--- src/rtl/uart_pkg.sv ---
// Shared types for the UART transmit path.
// Holds the transmitter state encoding and oversampling ratio.
package uart_pkg;

  localparam int OVERSAMPLE = 16;

  typedef enum logic [2:0] {
    ST_IDLE,
    ST_START,
    ST_DATA,
    ST_PARITY,
    ST_STOP
  } uart_tx_state_t;

endpackage

--- src/rtl/uart_tx_fifo.sv ---
// Synchronous byte FIFO feeding the UART transmitter.
// Registered occupancy count; writes while full are dropped.
module uart_tx_fifo
  import uart_pkg::*;
#(
  parameter int WIDTH = 8,
  parameter int DEPTH = 4
) (
  input  logic             clk,
  input  logic             reset,
  input  logic             wr_en,
  input  logic [WIDTH-1:0] wr_data,
  input  logic             rd_en,
  output logic [WIDTH-1:0] rd_data,
  output logic             empty,
  output logic             full
);

  localparam int AW = $clog2(DEPTH);
  localparam logic [AW:0] FULL_CNT = DEPTH[AW:0];

  logic [WIDTH-1:0] mem [DEPTH];
  logic [AW-1:0]    wr_ptr;
  logic [AW-1:0]    rd_ptr;
  logic [AW:0]      count;
  logic             wr_ok;
  logic             rd_ok;

  assign full    = (count == FULL_CNT);
  assign empty   = (count == '0);
  assign wr_ok   = wr_en & ~full;
  assign rd_ok   = rd_en & ~empty;
  assign rd_data = mem[rd_ptr];

  // storage write; contents need no reset
  always_ff @(posedge clk) begin
    if (wr_ok) mem[wr_ptr] <= wr_data;
  end

  // pointers and occupancy; simultaneous push/pop keeps count
  always_ff @(posedge clk) begin
    if (!reset) begin
      wr_ptr <= '0;
      rd_ptr <= '0;
      count  <= '0;
    end else begin
      if (wr_ok) wr_ptr <= wr_ptr + 1'b1;
      if (rd_ok) rd_ptr <= rd_ptr + 1'b1;
      unique case ({wr_ok, rd_ok})
        2'b10:   count <= count + 1'b1;
        2'b01:   count <= count - 1'b1;
        default: count <= count;
      endcase
    end
  end

endmodule

--- src/rtl/uart_tx_buffered.sv ---
// Buffered UART transmitter: FIFO plus 8N1 serialiser on 16x ticks.
// Define UART_TX_PARITY_EN to add an even parity bit (8E1 frames).
module uart_tx_buffered
  import uart_pkg::*;
#(
  parameter int DATA_BITS  = 8,
  parameter int FIFO_DEPTH = 4,
  parameter int STOP_TICKS = 16
) (
  input  logic                 clk,
  input  logic                 reset,
  input  logic                 sample_tick,
  input  logic                 wr_en,
  input  logic [DATA_BITS-1:0] wr_data,
  output logic                 full,
  output logic                 tx,
  output logic                 tx_busy,
  output logic                 tx_done_tick
);

  localparam int TW = (STOP_TICKS > OVERSAMPLE)
                    ? $clog2(STOP_TICKS)
                    : $clog2(OVERSAMPLE);
  localparam int BW = $clog2(DATA_BITS);

  localparam logic [TW-1:0] TICK_LAST = TW'(OVERSAMPLE - 1);
  localparam logic [TW-1:0] STOP_LAST = TW'(STOP_TICKS - 1);
  localparam logic [BW-1:0] BIT_LAST  = BW'(DATA_BITS - 1);

  uart_tx_state_t       state;
  uart_tx_state_t       state_n;
  logic [TW-1:0]        tick;
  logic [TW-1:0]        tick_n;
  logic [BW-1:0]        bitc;
  logic [BW-1:0]        bitc_n;
  logic [DATA_BITS-1:0] shift;
  logic [DATA_BITS-1:0] shift_n;
  logic                 tx_n;
  logic                 done;
  logic                 rd_en;
  logic [DATA_BITS-1:0] rd_data;
  logic                 empty;
`ifdef UART_TX_PARITY_EN
  logic                 par;
  logic                 par_n;
`endif

  uart_tx_fifo #(
    .WIDTH (DATA_BITS),
    .DEPTH (FIFO_DEPTH)
  ) u_fifo (
    .clk     (clk),
    .reset   (reset),
    .wr_en   (wr_en),
    .wr_data (wr_data),
    .rd_en   (rd_en),
    .rd_data (rd_data),
    .empty   (empty),
    .full    (full)
  );

  assign tx_busy      = (state != ST_IDLE);
  assign tx_done_tick = done & reset;

  // frame state, counters and line register
  always_ff @(posedge clk) begin
    if (!reset) begin
      state <= ST_IDLE;
      tick  <= '0;
      bitc  <= '0;
      shift <= '0;
      tx    <= 1'b1;
`ifdef UART_TX_PARITY_EN
      par   <= 1'b0;
`endif
    end else begin
      state <= state_n;
      tick  <= tick_n;
      bitc  <= bitc_n;
      shift <= shift_n;
      tx    <= tx_n;
`ifdef UART_TX_PARITY_EN
      par   <= par_n;
`endif
    end
  end

  // next-state, counter and FIFO pop logic
  always_comb begin
    state_n = state;
    tick_n  = tick;
    bitc_n  = bitc;
    shift_n = shift;
    rd_en   = 1'b0;
    done    = 1'b0;
`ifdef UART_TX_PARITY_EN
    par_n   = par;
`endif
    unique case (state)
      ST_IDLE: begin
        if (!empty) begin
          rd_en   = 1'b1;
          shift_n = rd_data;
          tick_n  = '0;
          bitc_n  = '0;
          state_n = ST_START;
`ifdef UART_TX_PARITY_EN
          par_n   = ^rd_data;
`endif
        end
      end
      ST_START: begin
        if (sample_tick) begin
          if (tick == TICK_LAST) begin
            tick_n  = '0;
            state_n = ST_DATA;
          end else begin
            tick_n = tick + 1'b1;
          end
        end
      end
      ST_DATA: begin
        if (sample_tick) begin
          if (tick == TICK_LAST) begin
            tick_n  = '0;
            shift_n = shift >> 1;
            if (bitc == BIT_LAST) begin
`ifdef UART_TX_PARITY_EN
              state_n = ST_PARITY;
`else
              state_n = ST_STOP;
`endif
            end else begin
              bitc_n = bitc + 1'b1;
            end
          end else begin
            tick_n = tick + 1'b1;
          end
        end
      end
`ifdef UART_TX_PARITY_EN
      ST_PARITY: begin
        if (sample_tick) begin
          if (tick == TICK_LAST) begin
            tick_n  = '0;
            state_n = ST_STOP;
          end else begin
            tick_n = tick + 1'b1;
          end
        end
      end
`endif
      ST_STOP: begin
        if (sample_tick) begin
          if (tick == STOP_LAST) begin
            done    = 1'b1;
            tick_n  = '0;
            state_n = ST_IDLE;
          end else begin
            tick_n = tick + 1'b1;
          end
        end
      end
      default: begin
        state_n = ST_IDLE;
        tick_n  = '0;
        bitc_n  = '0;
      end
    endcase
  end

  // line level derived from the upcoming state
  always_comb begin
    tx_n = 1'b1;
    unique case (state_n)
      ST_START: tx_n = 1'b0;
      ST_DATA:  tx_n = shift_n[0];
`ifdef UART_TX_PARITY_EN
      ST_PARITY: tx_n = par_n;
`endif
      default:  tx_n = 1'b1;
    endcase
  end

endmodule

--- config.mk ---
export PLATFORM = sky130hd
export DESIGN_NAME = uart_tx_buffered
export DESIGN_NICKNAME = d
export VERILOG_FILES = /design/src/rtl/uart_pkg.sv /design/src/rtl/uart_tx_fifo.sv /design/src/rtl/uart_tx_buffered.sv
export SDC_FILE = /design/constraint.sdc
export NUM_CORES = 1
export LEC_CHECK = 0
export CAP_MARGIN = 20
export CORE_UTILIZATION = 53
export DETAILED_ROUTE_END_ITERATION = 6
export GPL_TIMING_DRIVEN = 0
export PLACE_DENSITY_LB_ADDON = 0.12
export SLEW_MARGIN = 25
export SYNTH_ARGS = -nofsm -noshare
export SYNTH_HDL_FRONTEND = slang
export SYNTH_HIERARCHICAL = 1
export SYNTH_SLANG_ARGS = --single-unit
--- constraint.sdc ---
create_clock -name clk -period 2.5 [get_ports clk]
set_input_delay 0.75 -clock clk [delete_from_list [all_inputs] [get_ports clk]]
set_output_delay 0.75 -clock clk [all_outputs]
set_load 0.05 [all_outputs]
==> results of run 1 <==
## where the power goes
part           switching [mW]  total, mW  internal (mW)
Clock                   0.396      0.759          0.363
Combinational           0.588       1.00          0.414
Sequential             0.0930       1.30           1.21
Total                    1.08       3.06           1.99
## repair_timing
action,4_1_cts,5_1_grt
setup endpoints to repair,4,2
pin swaps,2,2
setup buffers,2,1
resized for setup,8,6
## worst max path at each step
stage / slack [ns] / from / end / depth (start not counted)
finish: 0.1 / wr_en / u_fifo/count[2] / 10
global placement: -0.86 / sample_tick / tx_done_tick / 4
detailed placement: -0.86 / sample_tick / tx_done_tick / 4
CTS: -0.08 / sample_tick / tx_done_tick / 4
global route: 0.0006 / wr_en / u_fifo/count[2] / 10
floorplan: 0.07 / sample_tick / tx_done_tick / 2
## cells by family after synthesis
kind of cell / count (synthesis) / synth area share [%]
flip-flops: 60 / 57.0
AO/OA/AOI/OAI: 57 / 13.2
adder cells (fa/ha/maj): 9 / 4.50
buffers and inverters: 20 / 3.28
multiplexers: 10 / 7.50
AND/OR/NAND/NOR: 58 / 13.5
XOR/XNOR: 3 / 0.985
## layout make-up
class | count | area [sq um] | area share (%)
inverter | 10 | 37.5 | 1.20
clock inverter | 7 | 52.6 | 1.69
buffer | 10 | 50.0 | 1.61
sequential | 60 | 1520 | 48.9
timing repair buffer | 18 | 176 | 5.66
multi-input combinational | 137 | 1070 | 34.3
clock buffer | 9 | 124 | 3.97
tap | 67 | 83.8 | 2.69
## critical path, delay by kind of cell
| kind | cells | cell delay [ns] |
|---|---|---|
| adders and majority gates | 2 | 0.54 |
| buffers and inverters | 4 | 0.67 |
| xor gates and xnor gates | 1 | 0.16 |
| and+or+nand+nor | 2 | 0.43 |
| AOI/OAI and AO/OA | 1 | 0.14 |
## through the flow
step	cell area [sq um]	utilization, %	hold WS [ns]	power [mW]	setup WS [ns]
floorplan	2680	-	0.450	2.04	0.0668
global placement	2910	60.8	0.463	2.27	-0.863
detailed placement	2910	60.8	0.469	2.28	-0.859
CTS	3100	64.7	0.478	3.07	-0.0800
global route	3120	65.1	0.506	3.24	0.000619
finish	3120	65.1	0.478	3.06	0.0979
## registers in the layout, summed over array words and instances, names as in the netlist, named ones only
| name | cells |
|---|---|
| u_fifo/rd_ptr | 2 |
| tx | 1 |
| u_fifo/wr_ptr | 2 |
| u_fifo/count | 3 |
| shift | 8 |
| tick | 4 |
| u_fifo/mem | 32 |
| state | 3 |
| bitc | 3 |
## synthesized netlist by cell type, types with 2 or more instances
library cell / count
buf_2: 4
edfxtp_1: 32
nand3_1: 2
nand2_1: 11
or3_1: 4
inv_1: 8
a211o_1: 2
mux4_2: 8
a21oi_1: 17
a21boi_1: 2
a22oi_1: 6
o21a_1: 3
and4_1: 2
xnor2_1: 2
nand3b_1: 2
o31ai_1: 4
a211oi_1: 2
and2_1: 7
mux2i_1: 2
o211ai_1: 2
o21ai_0: 15
nor2_1: 9
nor2b_1: 3
clkbuf_1: 5
nand4b_1: 3
ha_1: 8
nand2b_1: 3
dfxtp_1: 28
nor3_1: 2
## routing by layer
layer  vias up  share of wire [%]  wire length, microns
li1        875                  -                     -
met2        37                 48                  2290
met4         0                2.5                   119
met1       843                 46                  2200
met3         9                3.1                   147
met5         -                  0                     0
==> results.ini, run 1 <==
[setup_path]
reg2reg_to=u_fifo/count[2]
critPathArrivalTime_ns=2.67
reg2reg_from=u_fifo/count[0]
crit_path_cell_trace=clkdlybuf4s50_1, nor2b_1, buf_2, inv_2, ha_1, inv_1, fa_1, xor2_1, or3_1, a21boi_1
cp-end-kind=register
path_max_fanout=7
critical_path_class=in2reg
reg2reg_slack_ns=0.14
cp.required_ns=2.77
start_kind=input port
reg2reg_depth=9
slowest_delay_ns=0.39
crit_slowest_cell=clkdlybuf4s50_1

[floorplanning]
dieArea_sq_um=5320
placementRows=25
die_x_microns=73.0
io_pins=16
design.core.area_sq_um=4790
initial_core_util_pct=55.8
die_h_microns=73.0

[timing]
fin_crit_ns=2.40
relSlewSlack_pct=50.9
worst_slew_pin_slew_ns=0.732
setup_viol=0
grt_setup_unrepaired=no
skew_ns=0.00876
achievable-frequency_ghz=0.416
period_share_pct=96.1
hold_violations=0
slew_viol_final=0
final.setup.tns_ns=0

[clock_tree]
htreeDepth=3
cts.sinks=60
clk_latency_ns=0.34
holdBufCountCts=0
clkSlewWorstSetupHoldPaths_ns=0.07
clk_path_buf_depth=2
numCtsBuffers=9
root_buffer=clkbuf_8
cts_tree=yes

[synthesis]
netlist_instances=217
synthFlopType=edfxtp_1
synth_cell_types=48
syn_avg_cell_area_sq_um=12.3
synthDominantCellAreaShare_pct=36.0
async_flop_share_pct=0
synth_edf_count=32
yosys_warnings=6
synth_area_leader_cell=edfxtp_1
syn_area_sq_um=2670
ys_ff_latch=60
synth_area_leaders=edfxtp_1, dfxtp_1, mux4_2, ha_1, a21oi_1
ys_seq_area_share_pct=57.0
syn-num-nets=238

[route]
drtIter0Drc=133
vias=1764
first_pass_iters=4
wl_per_cell_microns=15.0
drc_errors=0
detail-route-antenna-nets=0
vias_per_cell=5.55
routed_wl_mm=4.76

[power]
vdd_drop_max_mv=0.632
powerDensity_nw_per_um2=983
p_leak_nw=1.08

[placement]
gp_congestion=0.791
portBuffers=15
dpl.hpwl_mm=3.14
placedCellCount=299

[global_route]
met1_usage_pct=27.3
grtUsageTotal_pct=20.7
grt_pass1_wl_mm=7.94
grt_max_degree=13
use_met3_pct=4.14
antenna_found_initial=0
grt_pass1_vias=1647
grt-ovfl-total=0
use_met2_pct=32.2
grt_busiest_layer=met2

[status]
outcome=complete, no violations

[final_layout]
drive_gt1_share_pct=17.1
fin_cells=318
fill_cells=381
layout_common_cells=edfxtp_1, dfxtp_1, a21oi_1
nets=267
num_antenna_cells=0
syn_to_final_growth_pct=16.8
mostFrequentLayoutCell=edfxtp_1

[worst_hold_path]
holdPathEnd=shift[6]
min-delay-start=shift[6]
hold_class=reg2reg
whs_path_depth=2

[job]
drv_cap=0

Note: power is estimated with default switching activity, not from simulation.
==> run 2, diff against run 1 <==
--- a/config.mk
+++ b/config.mk
@@ -6,7 +6,7 @@
 export NUM_CORES = 1
 export LEC_CHECK = 0
 export CAP_MARGIN = 20
-export CORE_UTILIZATION = 53
+export CORE_UTILIZATION = 51
 export DETAILED_ROUTE_END_ITERATION = 6
 export GPL_TIMING_DRIVEN = 0
 export PLACE_DENSITY_LB_ADDON = 0.12
==> results.ini, run 2 (synthesis gave the netlist of run 1 again) <==
[setup_path]
crit_slowest_cell=clkdlybuf4s50_1
crit_start=wr_en
critPathArrivalTime_ns=2.59
reg2reg_slack_ns=0.18
cp-end-kind=register
endpoint=u_fifo/count[2]
crit_path_cell_trace=clkdlybuf4s50_1, nor2b_2, inv_2, ha_2, inv_1, fa_1, xor2_1, or3_1, a21boi_1
start_kind=input port
reg2reg_to=u_fifo/count[2]
reg2reg_depth=9
critical_path_class=in2reg
reg2reg_from=u_fifo/count[0]
cp.required_ns=2.76
slowest_delay_ns=0.39
path_max_fanout=7

[timing]
final.setup.tns_ns=0
achievable-frequency_ghz=0.429
slew_viol_final=0
setup_viol=0
hold_slack_ns=0.475
grt_setup_unrepaired=no
worst_slew_pin_slew_ns=0.715
skew_ns=0.00908
hold_violations=0
fin_crit_ns=2.33
period_share_pct=93.2
relSlewSlack_pct=52.1

[clock_tree]
cts_tree=yes
root_buffer=clkbuf_8
clk_latency_ns=0.34
numCtsBuffers=9
holdBufCountCts=0
htreeDepth=3
clk_path_buf_depth=2
cts.sinks=60
clkSlewWorstSetupHoldPaths_ns=0.07

[route]
wl_per_cell_microns=14.8
vias_per_cell=5.51
vias=1746
routed_wl_mm=4.69
detail-route-antenna-nets=0
drtIter0Drc=88
drc_errors=0
first_pass_iters=5

[final_layout]
largest_register_ffs=32
fin_util_pct=64.8
fill_cells=399
fin_cells=317
reg_top3=u_fifo/mem (32), shift (8), tick (4)
syn_to_final_growth_pct=18.5
layout_common_cells=edfxtp_1, dfxtp_1, a21oi_1
drive_gt1_share_pct=17.2
mostFrequentLayoutCell=edfxtp_1
nets=266
num_antenna_cells=0
top_register=u_fifo/mem

[placement]
gp_congestion=0.807
dpl.hpwl_mm=3.00
placedCellCount=299
portBuffers=15

[worst_hold_path]
hold_class=reg2reg

[status]
outcome=complete, no violations

[floorplanning]
design.core.area_sq_um=4880
dieArea_sq_um=5530
die_x_microns=74.3
initial_core_util_pct=54.7
die_h_microns=74.3
io_pins=16
placementRows=25

[global_route]
grt_pass1_wl_mm=7.65
grtUsageTotal_pct=19.6
antenna_found_initial=0
grt_max_degree=12
grt-ovfl-total=0
grt_pass1_vias=1631

[power]
p_leak_nw=1.09
powerDensity_nw_per_um2=1030
vdd_drop_max_mv=0.540

[job]
drv_cap=0

run 2: cell count changes in the layout (fill, tap and decap cells not counted), sizes merged:
cell / delta
bufinv: +2
clkinv: -2
buf: -1
clkinvlp: +1
inv: -1
run 2: power by group:
part	switching [mW]	internal, mW
registers	0.0924	1.21
logic	0.584	0.424
clock network	0.387	0.555
run 2: stage by stage:
| stage | instance area [sq um] | worst slack (ns) | power [mW] |
|---|---|---|---|
| final | 3160 | 0.170 | 3.25 |
| after global routing | 3160 | 0.0222 | 3.42 |
| after CTS | 3130 | -0.0674 | 3.25 |
| after detailed placement | 2910 | -0.849 | 2.28 |
| after global placement | 2910 | -0.875 | 2.27 |
| after floorplan | 2680 | 0.0668 | 2.04 |
run 2: layout make-up:
| cell class | instances | area, sq um | share of cell area (%) |
|---|---|---|---|
| clock buffer | 9 | 124 | 3.92 |
| buffer | 9 | 46.3 | 1.46 |
| inverter | 10 | 37.5 | 1.19 |
| tap | 67 | 83.8 | 2.65 |
| sequential | 60 | 1520 | 48.2 |
| timing repair buffer | 18 | 176 | 5.58 |
| clock inverter | 7 | 91.3 | 2.89 |
| multi-input combinational | 137 | 1080 | 34.1 |
run 2: worst min-delay path by stage:
stage | endpoint | start | slack, ns | cells after the start
floorplan | shift[2] | shift[2] | 0.45 | 2
global placement | shift[4] | shift[4] | 0.46 | 2
detailed placement | shift[4] | shift[4] | 0.47 | 2
CTS | shift[4] | shift[4] | 0.48 | 2
global route | bitc[2] | bitc[2] | 0.51 | 2
finish | shift[3] | shift[3] | 0.47 | 2
run 2: critical path: cells and delay by family:
kind	cells	cell delay, ns
adder cells (fa/ha/maj)	2	0.55
buffers and inverters	3	0.50
AND/OR/NAND/NOR	2	0.50
XOR/XNOR	1	0.15
AO/OA/AOI/OAI	1	0.14
run 2: timing repair:
item	4_1_cts	5_1_grt
gates resized for setup	8	11
endpoints found under the setup margin	4	2
pin swaps	2	1
setup buffers	2	1
endpoints found under the hold margin	0	0
run 2: per-layer routing:
| metal | wire [microns] | vias up | global-route usage [%] | share of wire [%] |
|---|---|---|---|---|
| met5 | 0 | - | 0 | 0 |
| met4 | 54 | 0 | 8.81 | 1.2 |
| met3 | 201 | 7 | 6.10 | 4.3 |
| met2 | 2210 | 38 | 31.7 | 47 |
| met1 | 2220 | 832 | 24.3 | 47 |
| li1 | - | 869 | - | - |
==> run 3, diff against run 2 <==
--- a/config.mk
+++ b/config.mk
@@ -5,6 +5,7 @@
 export SDC_FILE = /design/constraint.sdc
 export NUM_CORES = 1
 export LEC_CHECK = 0
+export ABC_AREA = 0
 export CAP_MARGIN = 20
 export CORE_UTILIZATION = 51
 export DETAILED_ROUTE_END_ITERATION = 6
@@ -13,5 +14,4 @@
 export SLEW_MARGIN = 25
 export SYNTH_ARGS = -nofsm -noshare
 export SYNTH_HDL_FRONTEND = slang
-export SYNTH_HIERARCHICAL = 1
 export SYNTH_SLANG_ARGS = --single-unit
==> results.ini, run 3 <==
[status]
outcome=complete, no violations

[timing]
setup_viol=0
setup_slack_ns=0.106
hold_slack_ns=0.469
achievable-frequency_ghz=0.418
slew_viol_final=0
worst_slew_pin_slew_ns=0.584
relSlewSlack_pct=60.7
period_share_pct=95.7
final.setup.tns_ns=0
skew_ns=0.00741
fin_crit_ns=2.39
grt_setup_unrepaired=no
hold_violations=0

[setup_path]
start_kind=register
slowest_delay_ns=0.33
crit_slowest_cell=dfxtp_1
reg2reg_slack_ns=0.23
critical_path_class=reg2out
critPathArrivalTime_ns=1.64
reg2reg_depth=10
cp-end-kind=output port
cpLargestDelayFamily=buffers and inverters
cp.depth=5
crit_path_cell_trace=buf_6, clkbuf_1, nand2_1, nor3_4, buf_4
reg2reg_to=u_fifo.count[2]
path_max_fanout=10
reg2reg_from=state[2]
crit_start=state[2]
critPathBufInv=3
cp.required_ns=1.75

[job]
drv_cap=0

[synthesis]
async_flop_share_pct=0
synth_area_leaders=edfxtp_1, dfxtp_1, mux4_2, ha_1, o21ai_0
syn_area_sq_um=2700
syn-num-nets=247
synth_area_leader_cell=edfxtp_1
synth_cell_types=44
netlist_instances=226
synthFlopType=edfxtp_1
synthDominantCellAreaShare_pct=35.6
ys_top_cells_by_count=edfxtp_1, dfxtp_1, o21ai_0
syn_avg_cell_area_sq_um=12.0
ys_ff_latch=60
yosys_warnings=0
synth_edf_count=32
synth.most_common_cell=edfxtp_1
ys_seq_area_share_pct=56.3

[final_layout]
nets=274
top_register=u_fifo.mem
fin_cells=328
fin_util_pct=62.0
multi_input_area_sq_um=1120
fill_cells=417
reg_top3=u_fifo.mem (32), shift (8), tick (4)
drive_gt1_share_pct=18.2
num_antenna_cells=0
register_area_sq_um=1520
largest_register_ffs=32
mostFrequentLayoutCell=edfxtp_1
layout_common_cells=edfxtp_1, dfxtp_1, o21ai_0
syn_to_final_growth_pct=17.1

[global_route]
antenna_found_initial=0
grt_pass1_wl_mm=8.48
grtUsageTotal_pct=21.2
grt_pass1_vias=1721
grt-ovfl-total=0
grt_max_degree=13

[clock_tree]
htreeDepth=3
clkSlewWorstSetupHoldPaths_ns=0.07
root_buffer=clkbuf_8
numCtsBuffers=9
clk_path_buf_depth=2
clk_latency_ns=0.34
cts_tree=yes
cts.sinks=60
holdBufCountCts=0

[route]
drtIter0Drc=92
detail-route-antenna-nets=0
wl_per_cell_microns=14.6
vias_per_cell=5.53
first_pass_iters=4
drc_errors=0
vias=1815
routed_wl_mm=4.79

[power]
powerDensity_nw_per_um2=1010
vdd_drop_max_mv=0.510
p_leak_nw=1.12

[placement]
place_ws_ns=-0.971
gp_congestion=0.809
dpl.hpwl_mm=3.30
placedCellCount=311
portBuffers=15

[floorplanning]
initial_core_util_pct=52.9
placementRows=26
io_pins=16
design.core.area_sq_um=5110
die_h_microns=74.8
dieArea_sq_um=5590
die_x_microns=74.8

[worst_hold_path]
hold_class=reg2reg
whs_path_depth=2
holdPathEnd=bitc[1]
min-delay-start=bitc[1]

## run 3: what timing repair did
item,in CTS,in global routing
pin swaps,1,2
endpoints found under the setup margin,4,2
setup buffers,2,2
resized for setup,14,9
gates cloned,0,0
## run 3: report_power, final
| group | internal (mW) | total [mW] | switching [mW] |
|---|---|---|---|
| sequential | 1.23 | 1.34 | 0.110 |
| combinational | 0.486 | 1.10 | 0.610 |
| clock | 0.363 | 0.772 | 0.409 |
## run 3: how the worst max path moves through the flow
| stage | endpoint |
|---|---|
| after floorplan | u_fifo.count[2] |
| after CTS | tx_done_tick |
| after detailed placement | tx_done_tick |
| after global placement | tx_done_tick |
| final | tx_done_tick |
| after global routing | tx_done_tick |
## run 3: metrics by stage
step / instance area, sq um / total power, mW
floorplan: 2730 / 2.17
global placement: 2960 / 2.41
detailed placement: 2960 / 2.42
CTS: 3150 / 3.20
global route: 3170 / 3.44
finish: 3170 / 3.21
## run 3: logic make-up (layout without fill, tap and decap cells)
kind of cell | Yosys count | after routing | share of synthesized area, %
DFF | 60 | 60 | 56.3
and+or+nand+nor | 60 | 60 | 11.9
AOI/OAI and AO/OA | 54 | 54 | 13.0
buffers and inverters | 23 | 55 | 3.61
muxes | 14 | 14 | 8.89
adders and majority gates | 9 | 9 | 4.44
xor gates and xnor gates | 6 | 6 | 1.94
## run 3: cell type report
class                           instances  share of cell area (%)
Buffer                                 10                    1.62
Clock buffer                            9                    3.91
Clock inverter                          7                    1.66
Inverter                               10                    1.19
Multi-Input combinational cell        143                    35.4
Sequential cell                        60                    48.1
Tap cell                               70                    2.77
Timing Repair Buffer                   19                    5.30
## run 3: routing by layer
layer	wire, microns	up-vias	GRT usage [%]
li1	-	897	-
met1	2300	869	28.3
met2	2230	39	31.6
met3	168	10	5.35
met4	89	0	12.4
met5	0	-	0
## run 3: worst min-delay path: cells and delay by family, from the launching register on
family	cells	cell delay, ns
simple gates	1	0.05
mux	1	0.05
flops	1	0.32
